**config.mk**
```make
export PLATFORM = sky130hd
export DESIGN_NAME = fp_add_sequencer
export DESIGN_NICKNAME = d
export VERILOG_FILES = /design/src/rtl/fp_pkg.sv /design/src/rtl/fp_norm_step.sv /design/src/rtl/fp_add_sequencer.sv
export SDC_FILE = /design/constraint.sdc
export NUM_CORES = 1
export LEC_CHECK = 0
export ABC_CLOCK_PERIOD_IN_PS = 5620
export BUFFER_PORTS_ARGS = -buffer_cell sky130_fd_sc_hd__buf_2
export CAP_MARGIN = 20
export CORE_MARGIN = 2
export CORE_UTILIZATION = 60
export CTS_BUF_LIST = sky130_fd_sc_hd__clkbuf_16
export CTS_CLUSTER_DIAMETER = 50
export DETAILED_ROUTE_END_ITERATION = 8
export PLACE_DENSITY = 0.8
export SLEW_MARGIN = 20
export SYNTH_ARGS = -nofsm -noshare
export SYNTH_HDL_FRONTEND = slang
export SYNTH_SLANG_ARGS = --single-unit
```
**constraint.sdc**
```tcl
create_clock -name clk_in -period 5.62 [get_ports clk_in]
set_clock_uncertainty 0.1 [all_clocks]
set_input_delay 0.562 -clock clk_in [delete_from_list [all_inputs] [get_ports clk_in]]
set_output_delay 0.562 -clock clk_in [all_outputs]
set_load 0.1 [all_outputs]
```
**src/rtl/fp_pkg.sv**
```systemverilog
// fp_pkg: shared definitions for the serial floating-point adder.
//   - Default field widths of the packed format {sign, exp, mantissa}.
//   - FP_WIDTH, SUM_WIDTH (carry + hidden + fraction) and EXP_MAX (all-ones exponent).
//   - fp_seq_state_t: sequencer states.
//   - Field-extraction helpers for a packed operand of the default format.
package fp_pkg;

  localparam int FP_EXP_WIDTH      = 8;
  localparam int FP_MANTISSA_WIDTH = 23;
  localparam int FP_WIDTH          = 1 + FP_EXP_WIDTH + FP_MANTISSA_WIDTH;
  localparam int SUM_WIDTH         = FP_MANTISSA_WIDTH + 2;
  localparam logic [FP_EXP_WIDTH-1:0] EXP_MAX = '1;

  typedef enum logic [2:0] {
    IDLE,
    ALIGN,
    ADD,
    NORM,
    DONE
  } fp_seq_state_t;

  function automatic logic fp_sign(input logic [FP_WIDTH-1:0] v);
    return v[FP_WIDTH-1];
  endfunction

  function automatic logic [FP_EXP_WIDTH-1:0] fp_exp(input logic [FP_WIDTH-1:0] v);
    return v[FP_WIDTH-2 -: FP_EXP_WIDTH];
  endfunction

  function automatic logic [FP_MANTISSA_WIDTH-1:0] fp_man(input logic [FP_WIDTH-1:0] v);
    return v[FP_MANTISSA_WIDTH-1:0];
  endfunction

endpackage

```
**src/rtl/fp_norm_step.sv**
```systemverilog
// fp_norm_step: one combinational normalization step of the serial adder.
//   sum_i       sum {carry, hidden, fraction}
//   exp_i       exponent, one bit wider than the field so +1/-1 cannot wrap
//   sum_o/exp_o values after this step
//   done_o      normalization finished (zero, hidden bit set, overflow or underflow)
//   overflow_o  exponent reached all-ones after a carry shift
//   underflow_o exponent reached zero after a left shift
// On overflow/underflow sum_o is forced to zero so the packer emits no stray fraction.
module fp_norm_step #(
  parameter int EXP_WIDTH      = 8,
  parameter int MANTISSA_WIDTH = 23
) (
  input  logic [MANTISSA_WIDTH+1:0] sum_i,
  input  logic [EXP_WIDTH:0]        exp_i,
  output logic [MANTISSA_WIDTH+1:0] sum_o,
  output logic [EXP_WIDTH:0]        exp_o,
  output logic                      done_o,
  output logic                      overflow_o,
  output logic                      underflow_o
);

  localparam logic [EXP_WIDTH:0] EXP_ALL_ONES = {1'b0, {EXP_WIDTH{1'b1}}};

  always_comb begin
    sum_o       = sum_i;
    exp_o       = exp_i;
    done_o      = 1'b0;
    overflow_o  = 1'b0;
    underflow_o = 1'b0;
    if (sum_i == '0) begin
      done_o = 1'b1;
      exp_o  = '0;
    end else if (sum_i[MANTISSA_WIDTH+1]) begin
      sum_o = sum_i >> 1;
      exp_o = exp_i + 1'b1;
      if (exp_o >= EXP_ALL_ONES) begin
        overflow_o = 1'b1;
        done_o     = 1'b1;
        sum_o      = '0;
        exp_o      = EXP_ALL_ONES;
      end
    end else if (sum_i[MANTISSA_WIDTH]) begin
      done_o = 1'b1;
    end else begin
      sum_o = sum_i << 1;
      exp_o = exp_i - 1'b1;
      if (exp_o == '0) begin
        underflow_o = 1'b1;
        done_o      = 1'b1;
        sum_o       = '0;
      end
    end
  end

endmodule

```
**src/rtl/fp_add_sequencer.sv**
```systemverilog
// fp_add_sequencer: multi-cycle floating-point adder, one shift per cycle.
//   clk_in        clock, rising edge
//   reset_in      synchronous active-high reset (aborts any operation, no done)
//   start_in      request, sampled only in IDLE
//   a_in, b_in    packed operands {sign, exp, mantissa}; exp 0 means zero
//   busy_out      high in every state except IDLE
//   done_out      one-cycle pulse when result_out/flags are updated
//   result_out    packed sum, held until the next done
//   overflow_out  result saturated to infinity (cleared on start accept)
//   underflow_out result flushed to zero (cleared on start accept)
// Flow: IDLE(load) -> ALIGN (right-shift smaller operand) -> ADD -> NORM -> DONE.
module fp_add_sequencer
  import fp_pkg::*;
#(
  parameter int EXP_WIDTH      = FP_EXP_WIDTH,
  parameter int MANTISSA_WIDTH = FP_MANTISSA_WIDTH
) (
  input  logic                                clk_in,
  input  logic                                reset_in,
  input  logic                                start_in,
  input  logic [EXP_WIDTH+MANTISSA_WIDTH:0]   a_in,
  input  logic [EXP_WIDTH+MANTISSA_WIDTH:0]   b_in,
  output logic                                busy_out,
  output logic                                done_out,
  output logic [EXP_WIDTH+MANTISSA_WIDTH:0]   result_out,
  output logic                                overflow_out,
  output logic                                underflow_out
);

  localparam int W   = 1 + EXP_WIDTH + MANTISSA_WIDTH;
  localparam int SW  = MANTISSA_WIDTH + 2;
  localparam int EW1 = EXP_WIDTH + 1;
  // Beyond this distance the smaller operand would shift out entirely.
  localparam logic [EXP_WIDTH:0] DIFF_LIMIT = EW1'(MANTISSA_WIDTH + 1);

  function automatic logic [W-1:0] saturate_inf(input logic s);
    return {s, {EXP_WIDTH{1'b1}}, {MANTISSA_WIDTH{1'b0}}};
  endfunction

  // A cleared hidden bit after normalization means zero or flushed underflow.
  function automatic logic [W-1:0] pack_result(input logic s,
                                               input logic [EXP_WIDTH-1:0] e,
                                               input logic [MANTISSA_WIDTH:0] m);
    if (!m[MANTISSA_WIDTH]) return '0;
    return {s, e, m[MANTISSA_WIDTH-1:0]};
  endfunction

  fp_seq_state_t state_q, state_d;

  logic                    done_q, done_d;
  logic [W-1:0]            result_q, result_d;
  logic                    overflow_q, overflow_d;
  logic                    underflow_q, underflow_d;

  logic                    sign_q, sign_d;
  logic                    eff_sub_q, eff_sub_d;
  logic [EXP_WIDTH:0]      exp_q, exp_d;
  logic [EXP_WIDTH:0]      diff_q, diff_d;
  logic [MANTISSA_WIDTH:0] m_l_q, m_l_d;
  logic [MANTISSA_WIDTH:0] m_s_q, m_s_d;
  logic [SW-1:0]           sum_q, sum_d;
  logic                    ovf_pend_q, ovf_pend_d;
  logic                    unf_pend_q, unf_pend_d;

  // Operand unpack and magnitude ordering
  logic                    a_sign, b_sign;
  logic [EXP_WIDTH-1:0]    a_exp, b_exp;
  logic [MANTISSA_WIDTH:0] a_sig, b_sig;
  logic                    b_larger;
  logic [EXP_WIDTH:0]      exp_l, exp_s, diff_full;

  assign a_sign    = a_in[W-1];
  assign b_sign    = b_in[W-1];
  assign a_exp     = a_in[W-2 -: EXP_WIDTH];
  assign b_exp     = b_in[W-2 -: EXP_WIDTH];
  assign a_sig     = (a_exp == '0) ? '0 : {1'b1, a_in[MANTISSA_WIDTH-1:0]};
  assign b_sig     = (b_exp == '0) ? '0 : {1'b1, b_in[MANTISSA_WIDTH-1:0]};
  assign b_larger  = {b_exp, b_sig} > {a_exp, a_sig};
  assign exp_l     = {1'b0, (b_larger ? b_exp : a_exp)};
  assign exp_s     = {1'b0, (b_larger ? a_exp : b_exp)};
  assign diff_full = exp_l - exp_s;

  logic [SW-1:0]      norm_sum;
  logic [EXP_WIDTH:0] norm_exp;
  logic               norm_done, norm_ovf, norm_unf;

  fp_norm_step #(
    .EXP_WIDTH      (EXP_WIDTH),
    .MANTISSA_WIDTH (MANTISSA_WIDTH)
  ) u_norm_step (
    .sum_i       (sum_q),
    .exp_i       (exp_q),
    .sum_o       (norm_sum),
    .exp_o       (norm_exp),
    .done_o      (norm_done),
    .overflow_o  (norm_ovf),
    .underflow_o (norm_unf)
  );

  always_comb begin
    state_d     = state_q;
    done_d      = 1'b0;
    result_d    = result_q;
    overflow_d  = overflow_q;
    underflow_d = underflow_q;
    sign_d      = sign_q;
    eff_sub_d   = eff_sub_q;
    exp_d       = exp_q;
    diff_d      = diff_q;
    m_l_d       = m_l_q;
    m_s_d       = m_s_q;
    sum_d       = sum_q;
    ovf_pend_d  = ovf_pend_q;
    unf_pend_d  = unf_pend_q;
    unique case (state_q)
      // Load: larger magnitude goes to L, distance precomputed
      IDLE: begin
        if (start_in) begin
          state_d     = ALIGN;
          overflow_d  = 1'b0;
          underflow_d = 1'b0;
          sign_d      = b_larger ? b_sign : a_sign;
          eff_sub_d   = a_sign ^ b_sign;
          exp_d       = exp_l;
          m_l_d       = b_larger ? b_sig : a_sig;
          if (diff_full > DIFF_LIMIT) begin
            m_s_d  = '0;
            diff_d = '0;
          end else begin
            m_s_d  = b_larger ? a_sig : b_sig;
            diff_d = diff_full;
          end
        end
      end
      // Align: one truncating right shift of S per cycle
      ALIGN: begin
        if (diff_q == '0) begin
          state_d = ADD;
        end else begin
          m_s_d  = m_s_q >> 1;
          diff_d = diff_q - 1'b1;
        end
      end
      // Add: L >= S in magnitude, so the difference is never negative
      ADD: begin
        sum_d   = eff_sub_q ? ({1'b0, m_l_q} - {1'b0, m_s_q})
                            : ({1'b0, m_l_q} + {1'b0, m_s_q});
        state_d = NORM;
      end
      // Normalize: one step per cycle through the shared step logic
      NORM: begin
        sum_d = norm_sum;
        exp_d = norm_exp;
        if (norm_done) begin
          ovf_pend_d = norm_ovf;
          unf_pend_d = norm_unf;
          state_d    = DONE;
        end
      end
      // Done: publish result and flags with a single-cycle pulse
      DONE: begin
        result_d    = ovf_pend_q ? saturate_inf(sign_q)
                                 : pack_result(sign_q, exp_q[EXP_WIDTH-1:0],
                                               sum_q[MANTISSA_WIDTH:0]);
        overflow_d  = ovf_pend_q;
        underflow_d = unf_pend_q;
        done_d      = 1'b1;
        state_d     = IDLE;
      end
      default: state_d = IDLE;
    endcase
  end

  always_ff @(posedge clk_in) begin
    if (reset_in) begin
      state_q     <= IDLE;
      done_q      <= 1'b0;
      result_q    <= '0;
      overflow_q  <= 1'b0;
      underflow_q <= 1'b0;
    end else begin
      state_q     <= state_d;
      done_q      <= done_d;
      result_q    <= result_d;
      overflow_q  <= overflow_d;
      underflow_q <= underflow_d;
    end
  end

  always_ff @(posedge clk_in) begin
    sign_q     <= sign_d;
    eff_sub_q  <= eff_sub_d;
    exp_q      <= exp_d;
    diff_q     <= diff_d;
    m_l_q      <= m_l_d;
    m_s_q      <= m_s_d;
    sum_q      <= sum_d;
    ovf_pend_q <= ovf_pend_d;
    unf_pend_q <= unf_pend_d;
  end

  assign busy_out      = (state_q != IDLE);
  assign done_out      = done_q;
  assign result_out    = result_q;
  assign overflow_out  = overflow_q;
  assign underflow_out = underflow_q;

endmodule

```
# Word level (Yosys, flattened, before mapping)

Index checks and enable logic that the tools add are counted.

Flip-flop bits (word level): 133
Latch bits: 0
Bits in writable memories: 0
ROM bits: 0
Logic and storage cells: 104
Memories kept: 0

Add/sub/neg operators: 6
Multiply operators: 0
Div/mod/pow operators: 0
$lt $le $gt $ge: 3
Eq/ne operators: 11
Shifts and indexed selects: 0
Muxes and demuxes: 46
Bitwise operators: 2
Reduce and logical (&&, ||, !) cells: 21

Operator list:

| kind                                                               | count |
|---|---|
| 2-to-1 mux 24 bit                                                  | 9 |
| 2-to-1 mux 25 bit                                                  | 4 |
| 2-to-1 mux 32 bit                                                  | 3 |
| 2-to-1 mux 9 bit                                                   | 8 |
| one-hot mux 25 bit (2 select lines)                                | 1 |
| one-hot mux 24 bit (2 select lines)                                | 1 |
| one-hot mux 9 bit (2 select lines)                                 | 2 |
| > comparator 32 bit                                                | 1 |
| adder 24 x 24 -> 25 bit                                            | 1 |
| logical NOT 25 bit                                                 | 1 |
| subtractor 24 x 24 -> 25 bit                                       | 1 |
| logical NOT 9 bit                                                  | 2 |
| subtractor 9 x 1 -> 9 bit (second input constant)                  | 2 |
| logical NOT 8 bit                                                  | 2 |
| 2-to-1 mux 8 bit                                                   | 2 |
| one-hot mux 3 bit (4 select lines)                                 | 1 |
| AND reduction 3 bit                                                | 4 |
| 2-to-1 mux 1 bit                                                   | 10 |
| != test 2 bit (second input constant)                              | 5 |
| adder 9 x 1 -> 9 bit (second input constant)                       | 1 |
| greater-or-equal comparator 9 x 8 -> 1 bit (second input constant) | 1 |
| > comparator 9 x 5 -> 1 bit (second input constant)                | 1 |
| 2-to-1 mux 3 bit                                                   | 3 |
| subtractor 8 x 8 -> 9 bit                                          | 1 |
| 14 further kinds                                                   | 22 |

# Depth between registers and ports, before layout

Gate-level depths: netlist (run 1).

Word-level depth: 9
Mapped depth: 18

# Modules after synthesis

Synthesis (run 1) repeated with hierarchy kept, for this count alone.

Cell total of the unflattened synthesis: 1124
Area total of the unflattened synthesis: 9989.6 µm²

By module, submodules not included:

| module           | times used | cells each | area an instance (µm²) | sequential area each (µm²) |
|---|---|---|---|---|
| fp_add_sequencer | 1          | 937        | 8647.0                 | 3613.5 |
| fp_norm_step     | 1          | 187        | 1342.5                 | 0.0 |

# Worst setup path after synthesis (run 1)

No wires, ideal clock.

Path kind: in2reg
From: input b_in[30]
To: register diff_q[0] (data pin)
Arrival: 4198 ps
Data required time: 5264 ps
Path slack: 1066 ps
Cell stages on the path: 18
Cell sequence: nor4_1 -> nand2_1 -> clkbuf_1 -> and2_1 -> ha_1 -> nand4_1 -> or3_1 -> or3b_1 -> o21a_2 -> nor2_4 -> buf_6 -> mux2_2 -> a211oi_1 -> o21ai_0 -> and4b_1 -> buf_6 -> buf_6 -> a22o_1

Cells in the longest elaborated chain, start to end: 9
Elaborated cells on any way between the ends: 10
Those cells by class: add/sub: 1; order compare: 2; mux: 6; reduce/logical: 1

RTL lines:

| what                                       | line                                           | text |
|---|---|---|
| from (decl)                                | fp_add_sequencer.sv:22                         | `input logic [EXP_WIDTH+MANTISSA_WIDTH:0] b_in,` |
| logical NOT 8 bit                          | fp_add_sequencer.sv:77                         | `assign b_sig = (b_exp == '0) ? '0 : {1'b1, b_in[MANTISSA_WIDTH-1:0]};` |
| 2-to-1 mux 24 bit                          | fp_add_sequencer.sv:77                         |  |
| > comparator 32 bit                        | fp_add_sequencer.sv:78                         | `assign b_larger = {b_exp, b_sig} > {a_exp, a_sig};` |
| 2-to-1 mux 8 bit, on equally long branches | fp_add_sequencer.sv:79, fp_add_sequencer.sv:80 |  |
| subtractor 8 x 8 -> 9 bit *                | fp_add_sequencer.sv:81                         | `assign diff_full = exp_l - exp_s;` |
| > comparator 9 x 5 -> 1 bit                | fp_add_sequencer.sv:126                        | `if (diff_full > DIFF_LIMIT) begin` |
| 2-to-1 mux 9 bit *                         | fp_add_sequencer.sv:126                        |  |
| 2-to-1 mux 9 bit *                         | fp_add_sequencer.sv:118                        | `if (start_in) begin` |
| one-hot mux 9 bit (2 select lines) *       | fp_add_sequencer.sv:115                        | `unique case (state_q)` |
| named net diff_d[0]                        | fp_add_sequencer.sv:58                         | `logic [EXP_WIDTH:0] diff_q, diff_d;` |
| to (signal assigned)                       | fp_add_sequencer.sv:194                        | `diff_q <= diff_d;` |
| to (decl)                                  | fp_add_sequencer.sv:58                         |  |

The timed path passes the listed nets; every way through them passes the cells marked *. The select of a mux whose other input is x is not followed.
A chain may end at the register's enable or synchronous reset.

# Worst setup path after layout (run 1)

From: input b_in[26]
To: register diff_q[3] (data pin)

The elaborated chain is that of the path after synthesis.

==> out/qor.yml, run 1 <==
status:
  outcome: "finished clean"
pwr:
  switching_power_uw: 1900
  seqPwrFrac_pct: 35.7
  leakage_uw: 0.00436
  p_comb_share_pct: 42.1
  power.internal_uw: 2970
  cellPowerDensity_nw_per_um2: 452
  total_power_uw: 4870
  irDropWorstVdd_uv: 248
  power_frac_clock_pct: 22.2
  power.share.switching_pct: 39.0
cts:
  cts_root_buffer: "clkbuf_16"
  hold_buffers: 0
  cts_buffer_depth: 2
  clkTransAtPathRegs_ns: 0.06
  cts_sinks: 133
  worstSkewPairLatency_ns: 0.42
  cts_tree: "yes"
  cts-htree-levels: 4
  post_cts_buffers: 0
  cts_made_buffers: 17
  cts_resized: 0
worst_hold_path:
  hold_class: "reg2reg"
sta:
  max_clock_freq_ghz: 0.200
  worst_pin_slew_ns: 1.05
  relSlewSlack_pct: 29.5
  tns_ns: 0
  whs_ns: 0.348
  setup_viol: 0
  slew_violations: 0
  grt_setup_unrepaired: "false"
  final.min_clock_period_ns: 5.00
  period_share_pct: 89.1
  finalHoldViolations: 0
  finalWorstSetupSlack_ns: 0.615
yosys:
  synth-edff-count: 95
  synth_area_per_cell_sq_um: 8.59
  syn-cell-area_sq_um: 9540
  postSynthNetCount: 1240
  yosysWarnings: 0
  synthArstFlopShare_pct: 0
  synth-seq-cells: 133
  ys_types: 69
  ys_seq_area_share_pct: 37.9
  synthFlopType: "edfxtp_1"
  synth_cells: 1110
critical_path:
  worstPathArrival_ns: 5.08
  crit_path_start_kind: "primary input"
  crit_type: "in2reg"
  cp_max_fo: 29
  cp.required_ns: 5.69
  critPathCaptureType: "register"
route:
  wl_met2_mm: 9.74
  top_layer_used: "met4"
  vias_per_cell: 6.06
  wl_mm: 22.7
  via_count: 8539
  route.met3.wl_mm: 1.61
  wl_per_cell_microns: 16.1
  drc: 0
  drt_first_pass_iters: 6
  drtIter0Drc: 861
  ant_nets: 0
  met1_length_mm: 11.0
finish:
  diodes: 0
  utilization_pct: 68.6
  fill_cells: 1282
  final_common_cell: "nand2_1"
  fin_nets: 1310
  layout_common_cells: "133 x nand2_1, 104 x a21oi_1, 102 x buf_2, 95 x edfxtp_1, 88 x nor2_1"
  areaGrowthSynthToFinish_pct: 13.0
  final_layout_size_suffix_gt1_share_pct: 13.7
floorplanning:
  die_h_microns: 130
  dieArea_sq_um: 16900
  core_area_sq_um: 15700
  row_count: 46
  die_w_microns: 130
  boundaryPins: 103
  initial_core_util_pct: 60.7
place:
  globalplace.congestion: 0.992
  pre_cts_ws_ns: 0.297
  dp_hpwl_mm: 16.8
  portBuffers: 102
grt:
  grt_max_degree: 53
  antenna_found_initial: 0
  grt_pass1_wl_mm: 37.6
  grt_use_total_pct: 27.7
  grt_pass1_vias: 7622
  globalRouteOverflowTotal: 0
job:
  maxCapViolations: 0
registers in the layout, summed over array words and instances, names as in the netlist, 3 cells and up:
name	cells
diff_q	9
result_out	32
exp_q	9
state_q	3
m_l_q	24
m_s_q	24
sum_q	25
critical path, stage by stage:
cell,delay [ns]
buf_2,0.13
nor4_1,0.34
nand2_1,0.41
and2_1,0.35
ha_1,0.32
nand4_1,0.16
or3_1,0.45
or3b_1,0.44
o21ai_1,0.30
nand2_2,0.28
a311oi_1,0.34
o2bb2ai_1,0.13
nor3b_1,0.21
and4b_1,0.24
buf_12,0.16
a22o_1,0.23
per-stage QoR:
| stage | std cells | instance area (sq um) |
|---|---|---|
| after floorplan | 1110 | 9540 |
| after global placement | 1377 | 10200 |
| after CTS | 1409 | 10800 |
| after global routing | 1409 | 10800 |
| final | 1409 | 10800 |
| after detailed placement | 1377 | 10200 |
per-layer routing:
layer | track usage, % | vias to the layer above
met2 | 40.9 | 373
met3 | 4.06 | 43
met1 | 42.0 | 3873
met5 | 0 | -
li1 | - | 4250
met4 | 8.79 | 0
synthesized netlist by cell type, types with 16 or more instances:
| cell type | number | area, sq um |
|---|---|---|
| a211oi_1 | 16 | 120 |
| a21o_1 | 17 | 128 |
| a21oi_1 | 104 | 521 |
| a221oi_1 | 24 | 210 |
| a22o_1 | 31 | 272 |
| and2_1 | 27 | 169 |
| clkbuf_1 | 57 | 214 |
| dfxtp_1 | 38 | 761 |
| edfxtp_1 | 95 | 2850 |
| ha_1 | 62 | 776 |
| inv_1 | 35 | 131 |
| nand2_1 | 134 | 503 |
| nand3_1 | 44 | 220 |
| nor2_1 | 88 | 330 |
| nor3_1 | 32 | 160 |
| nor4_1 | 17 | 106 |
| o21ai_0 | 78 | 390 |
| xnor2_1 | 43 | 377 |
| xor2_1 | 20 | 175 |
power groups by stage:
stage / clock [uW] / sequential (uW) / combinational, uW
3_3_place_gp: 0 / 1740 / 1970
3_5_place_dp: 0 / 1740 / 2010
4_1_cts: 1090 / 1730 / 2030
6_report: 1080 / 1740 / 2050
2_1_floorplan: 0 / 1630 / 1660
5_1_grt: 1130 / 1780 / 2290
cells by family after synthesis:
group / Yosys count / synth area share (%)
multiplexers: 4 / 0.433
buffers and inverters: 100 / 4.24
AO/OA/AOI/OAI: 337 / 22.9
AND/OR/NAND/NOR: 410 / 20.4
adder cells (fa/ha/maj): 63 / 8.34
XOR/XNOR: 63 / 5.78
flip-flops: 133 / 37.9
worst paths after layout:
kind | from | to | slack, ns | cells past startpoint
min | result_out[3]$_SDFFE_PP0P_ | result_out[3]$_SDFFE_PP0P_ | 0.35 | 2
max | b_in[26] | diff_q[3]$_DFFE_PP_ | 0.62 | 16
max reg2reg | m_s_q[3]$_DFFE_PP_ | sum_q[22]$_DFFE_PP_ | 1.01 | 16
min reg2reg | result_out[3]$_SDFFE_PP0P_ | result_out[3]$_SDFFE_PP0P_ | 0.35 | 2
layout make-up:
| class | instances | area, sq um | area share, % |
|---|---|---|---|
| Multi-Input combinational cell | 877 | 5540 | 51.4 |
| Sequential cell | 133 | 3610 | 33.5 |
| Timing Repair Buffer | 116 | 628 | 5.83 |
| Clock buffer | 21 | 526 | 4.88 |
| Tap cell | 216 | 270 | 2.51 |
| Inverter | 35 | 131 | 1.22 |
| Clock inverter | 11 | 65.1 | 0.604 |
Note: power is estimated with default switching activity, not from simulation.
==> run 2: changes to the inputs <==
--- a/config.mk
+++ b/config.mk
@@ -8,12 +8,12 @@
 export ABC_CLOCK_PERIOD_IN_PS = 5620
 export BUFFER_PORTS_ARGS = -buffer_cell sky130_fd_sc_hd__buf_2
 export CAP_MARGIN = 20
-export CORE_MARGIN = 2
-export CORE_UTILIZATION = 60
+export CORE_MARGIN = 4
+export CORE_UTILIZATION = 49
 export CTS_BUF_LIST = sky130_fd_sc_hd__clkbuf_16
 export CTS_CLUSTER_DIAMETER = 50
 export DETAILED_ROUTE_END_ITERATION = 8
-export PLACE_DENSITY = 0.8
+export PLACE_DENSITY = 0.73
 export SLEW_MARGIN = 20
 export SYNTH_ARGS = -nofsm -noshare
 export SYNTH_HDL_FRONTEND = slang
==> out/qor.yml, run 2 (synthesized netlist as in run 1, its figures left out) <==
cts:
  clkTransAtPathRegs_ns: 0.05
  cts_buffer_depth: 2
  cts-htree-levels: 4
  post_cts_buffers: 0
  hold_buffers: 0
  worstSkewPairLatency_ns: 0.42
  cts_resized: 0
  cts_tree: "yes"
  cts_root_buffer: "clkbuf_16"
  cts_sinks: 133
  cts_made_buffers: 17
critical_path:
  r2r_start: "m_s_q[4]$_DFFE_PP_"
  crit_path_start_kind: "primary input"
  cp.required_ns: 5.69
  worstPathArrival_ns: 4.92
  crit_chain: "buf_2 -> nor4_1 -> nand2_1 -> and2_1 -> ha_1 -> nand4_1 -> or3_1 -> or3b_1 -> o21ai_1 -> nand2_2 -> buf_4 -> o21ai_1 -> a21oi_1 -> mux2i_1 -> and4b_1 -> buf_12 -> a22o_1"
  cp_slowest_stage_delay_ns: 0.43
  crit_slowest_cell: "or3_1"
  crit_type: "in2reg"
  cp_max_fo: 29
  startpoint: "b_in[26]"
  cp_common_cell: "o21ai_1"
  critPathCaptureType: "register"
sta:
  slew_violations: 0
  relSlewSlack_pct: 26.3
  period_share_pct: 86.2
  grt_setup_unrepaired: "false"
  setup_viol: 0
  tns_ns: 0
  final.min_clock_period_ns: 4.85
  max_clock_freq_ghz: 0.206
  worst_pin_slew_ns: 1.11
  finalHoldViolations: 0
worst_hold_path:
  hp-start: "result_out[15]$_SDFFE_PP0P_"
  hold_class: "reg2reg"
finish:
  final_cells: 1452
  largest_reg_flops: 32
  seq_area_sq_um: 3610
  multi_input_area_sq_um: 5550
  diodes: 0
  areaGrowthSynthToFinish_pct: 13.0
  fin_nets: 1309
  final_common_cell: "nand2_1"
  layout_common_cells: "132 x nand2_1, 104 x a21oi_1, 102 x buf_2, 95 x edfxtp_1, 88 x nor2_1"
  final_layout_size_suffix_gt1_share_pct: 13.6
  fill_cells: 1704
route:
  drtIter0Drc: 614
  wl_per_cell_microns: 16.3
  vias_per_cell: 5.82
  drc: 0
  via_count: 8445
  drt_first_pass_iters: 5
  ant_nets: 0
  wl_mm: 23.7
place:
  dp_hpwl_mm: 17.9
  dpl.cell_count: 1420
  globalplace.congestion: 0.935
  portBuffers: 102
grt:
  grt_pass1_vias: 7616
  grt_pass1_wl_mm: 38.3
  globalRouteOverflowTotal: 0
  grt_use_total_pct: 21.4
  antenna_found_initial: 0
  grt_max_degree: 51
pwr:
  cellPowerDensity_nw_per_um2: 448
  irDropWorstVdd_uv: 202
  leakage_uw: 0.00434
floorplanning:
  dieArea_sq_um: 21800
  initial_core_util_pct: 50.3
  boundaryPins: 103
  core_area_sq_um: 19000
  die_h_microns: 148
  die_w_microns: 148
  row_count: 50
status:
  outcome: "finished clean"
job:
  maxCapViolations: 0
[run 2: changes by cell type in the layout (fill, tap and decap cells not counted), sizes merged]
cell      change
clkinv        +4
clkbuf        -2
clkinvlp      -1
buf           -1
inv           -1
[run 2: report_power, final]
group | total [uW] | leakage, uW | internal [uW] | switching, uW
registers | 1730 | 0.00123 | 1440 | 292
clock network | 1000 | 0.000292 | 604 | 398
logic | 2090 | 0.00282 | 867 | 1220
[run 2: metrics by stage]
step	power [uW]	util, %	setup slack, ns	hold slack (ns)	instance area (sq um)
final	4820	56.8	0.774	0.346	10800
after floorplan	3290	-	1.07	0.371	9540
after global placement	3740	54.0	0.491	0.334	10200
after detailed placement	3790	54.0	0.383	0.344	10200
after global routing	5170	56.8	0.463	0.370	10800
after CTS	4820	56.8	0.827	0.350	10800
[run 2: critical path, delay by kind of cell]
family          cells  cell delay (ns)
simple gates        8             2.48
fa+ha+maj           1             0.33
mux                 1             0.14
buf+inv             3             0.50
compound gates      4             0.90
[run 2: routing by layer]
| layer | wire, microns | GRT usage, % | vias to the layer above |
|---|---|---|---|
| li1 | - | - | 4237 |
| met2 | 9900 | 31.3 | 316 |
| met4 | 408 | 7.18 | 0 |
| met1 | 11800 | 31.9 | 3861 |
| met5 | 0 | 0 | - |
| met3 | 1630 | 3.77 | 31 |
[run 2: final timing paths]
path	endpoint	slack, ns	cells after the start
worst max-delay path	diff_q[2]$_DFFE_PP_	0.77	17
worst min-delay path	result_out[15]$_SDFFE_PP0P_	0.35	2
worst max register to register	sum_q[24]$_SDFFCE_PP0P_	1.07	16
worst min register to register	result_out[15]$_SDFFE_PP0P_	0.35	2
[run 2: cell type report]
type / count / area share (%)
clock inverter: 13 / 0.592
timing repair buffer: 115 / 5.76
multi-input combinational: 877 / 51.5
tap: 260 / 3.02
clock buffer: 19 / 4.41
sequential: 133 / 33.5
inverter: 35 / 1.22
==> run 3: changes to the inputs <==
--- a/config.mk
+++ b/config.mk
@@ -5,7 +5,7 @@
 export SDC_FILE = /design/constraint.sdc
 export NUM_CORES = 1
 export LEC_CHECK = 0
-export ABC_CLOCK_PERIOD_IN_PS = 5620
+export ABC_CLOCK_PERIOD_IN_PS = 4380
 export BUFFER_PORTS_ARGS = -buffer_cell sky130_fd_sc_hd__buf_2
 export CAP_MARGIN = 20
 export CORE_MARGIN = 4
@@ -13,7 +13,7 @@
 export CTS_BUF_LIST = sky130_fd_sc_hd__clkbuf_16
 export CTS_CLUSTER_DIAMETER = 50
 export DETAILED_ROUTE_END_ITERATION = 8
-export PLACE_DENSITY = 0.73
+export PLACE_DENSITY = 0.76
 export SLEW_MARGIN = 20
 export SYNTH_ARGS = -nofsm -noshare
 export SYNTH_HDL_FRONTEND = slang
==> constraint.sdc (replaced) <==
create_clock -name clk_in -period 4.38 [get_ports clk_in]
set_clock_uncertainty 0.1 [all_clocks]
set_input_delay 0.438 -clock clk_in [delete_from_list [all_inputs] [get_ports clk_in]]
set_output_delay 0.438 -clock clk_in [all_outputs]
set_load 0.1 [all_outputs]
==> out/qor.yml, run 3 (synthesized netlist as in run 1, its figures left out) <==
cts:
  cts_buffer_depth: 2
  cts-htree-levels: 4
  cts_root_buffer: "clkbuf_16"
  cts_sinks: 133
  cts_tree: "yes"
  cts_made_buffers: 17
  worstSkewPairLatency_ns: 0.42
  clkTransAtPathRegs_ns: 0.06
critical_path:
  crit_slowest_cell: "or4_1"
  path_buf_inv: 0
  cp_common_cell: "nor2_1"
  crit_chain: "or4_1 -> nor2_1 -> nand2_1 -> nor4_1 -> nor2_1 -> xnor2_1 -> ha_1 -> a21o_1 -> a21o_1 -> a221o_1 -> a31o_2 -> a221oi_2 -> xor2_1 -> nor2_1"
  crit_path_start_kind: "register"
  critPathCaptureType: "register"
  crit_type: "reg2reg"
  cp_max_fo: 5
  cp_slowest_stage_delay_ns: 0.63
  cp.required_ns: 4.45
  crit_family: "simple AND/OR/NAND/NOR gates"
  worstPathArrival_ns: 4.37
finish:
  diodes: 0
  largest_reg_flops: 32
  areaGrowthSynthToFinish_pct: 24.3
  layout_common_cells: "132 x nand2_1, 121 x buf_4, 104 x a21oi_1, 102 x buf_2, 95 x edfxtp_1"
  final_common_cell: "nand2_1"
  fin_nets: 1422
  final_layout_size_suffix_gt1_share_pct: 22.5
  final_cells: 1565
sta:
  finalHoldViolations: 0
  slew_violations: 0
  period_share_pct: 98.2
  worst_pin_slew_ns: 0.734
  max_clock_freq_ghz: 0.232
  setup_viol: 0
  relSlewSlack_pct: 51.1
  final.min_clock_period_ns: 4.30
route:
  wl_mm: 24.3
  wl_per_cell_microns: 15.5
  vias_per_cell: 5.61
  via_count: 8780
  drt_first_pass_iters: 5
  drtIter0Drc: 712
  drc: 0
  ant_nets: 0
place:
  globalplace.congestion: 0.895
  dp_hpwl_mm: 18.4
  dpl.cell_count: 1528
  portBuffers: 102
floorplanning:
  dieArea_sq_um: 21800
  row_count: 50
  core_area_sq_um: 19000
  die_h_microns: 148
  initial_core_util_pct: 50.3
  die_w_microns: 148
  boundaryPins: 103
grt:
  grt_pass1_vias: 7989
  grt_max_degree: 50
  grt_use_total_pct: 21.7
  grt_pass1_wl_mm: 39.2
  globalRouteOverflowTotal: 0
  antenna_found_initial: 0
pwr:
  irDropWorstVdd_uv: 319
  total_power_uw: 6660
  leakage_uw: 0.00494
  cellPowerDensity_nw_per_um2: 562
status:
  outcome: "finished clean"
worst_hold_path:
  hold_class: "in2reg"
job:
  maxCapViolations: 0
==> run 3: changes by cell type in the layout (fill, tap and decap cells not counted), sizes merged <==
cell,change
buf,+113
inv,-7
bufinv,+5
clkinv,+3
clkbuf,-2
clkinvlp,+1
==> run 3: timing repair <==
item | CTS | global route
pin swaps | 0 | 3
hold buffers | 0 | 0
setup buffers | 0 | 4
hold endpoints to repair | 0 | 0
gates resized for setup | 1 | 21
endpoints found under the setup margin | 3 | 32
==> run 3: per-stage QoR <==
step / setup TNS (ns) / worst slack [ns] / hold slack, ns / cell area (sq um) / util, %
finish: 0 / 0.0787 / 0.276 / 11900 / 62.5
global route: -0.0726 / -0.0379 / 0.267 / 11900 / 62.5
CTS: 0 / 0.0400 / 0.246 / 11700 / 61.7
detailed placement: -11.81 / -0.461 / 0.341 / 11100 / 58.3
global placement: -8.80 / -0.346 / 0.335 / 11100 / 58.3
floorplan: 0 / 0.0138 / 0.371 / 9550 / -
==> run 3: power breakdown <==
group	switching [uW]	total [uW]	internal, uW	leakage (uW)
Combinational	1640	2920	1290	0.00340
Clock	522	1520	1000	0.000311
Sequential	368	2220	1850	0.00123
==> run 3: worst reg2reg max path, stage by stage (launching register included) <==
cell      delay, ns
edfxtp_1       0.47
or4_1          0.63
nor2_1         0.16
nand2_1        0.14
nor4_1         0.28
nor2_1         0.12
xnor2_1        0.23
ha_1           0.34
a21o_1         0.21
a21o_1         0.17
a221o_1        0.40
a31o_2         0.30
a221oi_2       0.26
xor2_1         0.20
nor2_1         0.06
==> run 3: routing by layer <==
layer  vias up  share of wire [%]  global-route usage (%)
li1       4470                  -                       -
met1      4003                 50                    32.6
met2       278                 44                    32.7
met3        29                5.2                    2.88
met4         0                1.3                    6.24
met5         -                  0                       0
==> run 3: area by class of cell <==
type                       instances  area (sq um)
tap                              260           325
clock buffer                      17           425
timing repair buffer             228          1500
sequential                       133          3610
fill                            1585          7100
clock inverter                    15           211
multi-input combinational        877          5650
inverter                          35           131
==> run 3: path summary, 6_finish.rpt <==
check | to | slack, ns | from | cells past startpoint
worst max register to register | sum_q[24]$_SDFFCE_PP0P_ | 0.08 | m_s_q[9]$_DFFE_PP_ | 14
worst min register to register | result_out[3]$_SDFFE_PP0P_ | 0.34 | result_out[3]$_SDFFE_PP0P_ | 2
worst max-delay path | sum_q[24]$_SDFFCE_PP0P_ | 0.08 | m_s_q[9]$_DFFE_PP_ | 14
worst min-delay path | eff_sub_q$_DFFE_PP_ | 0.28 | a_in[31] | 2
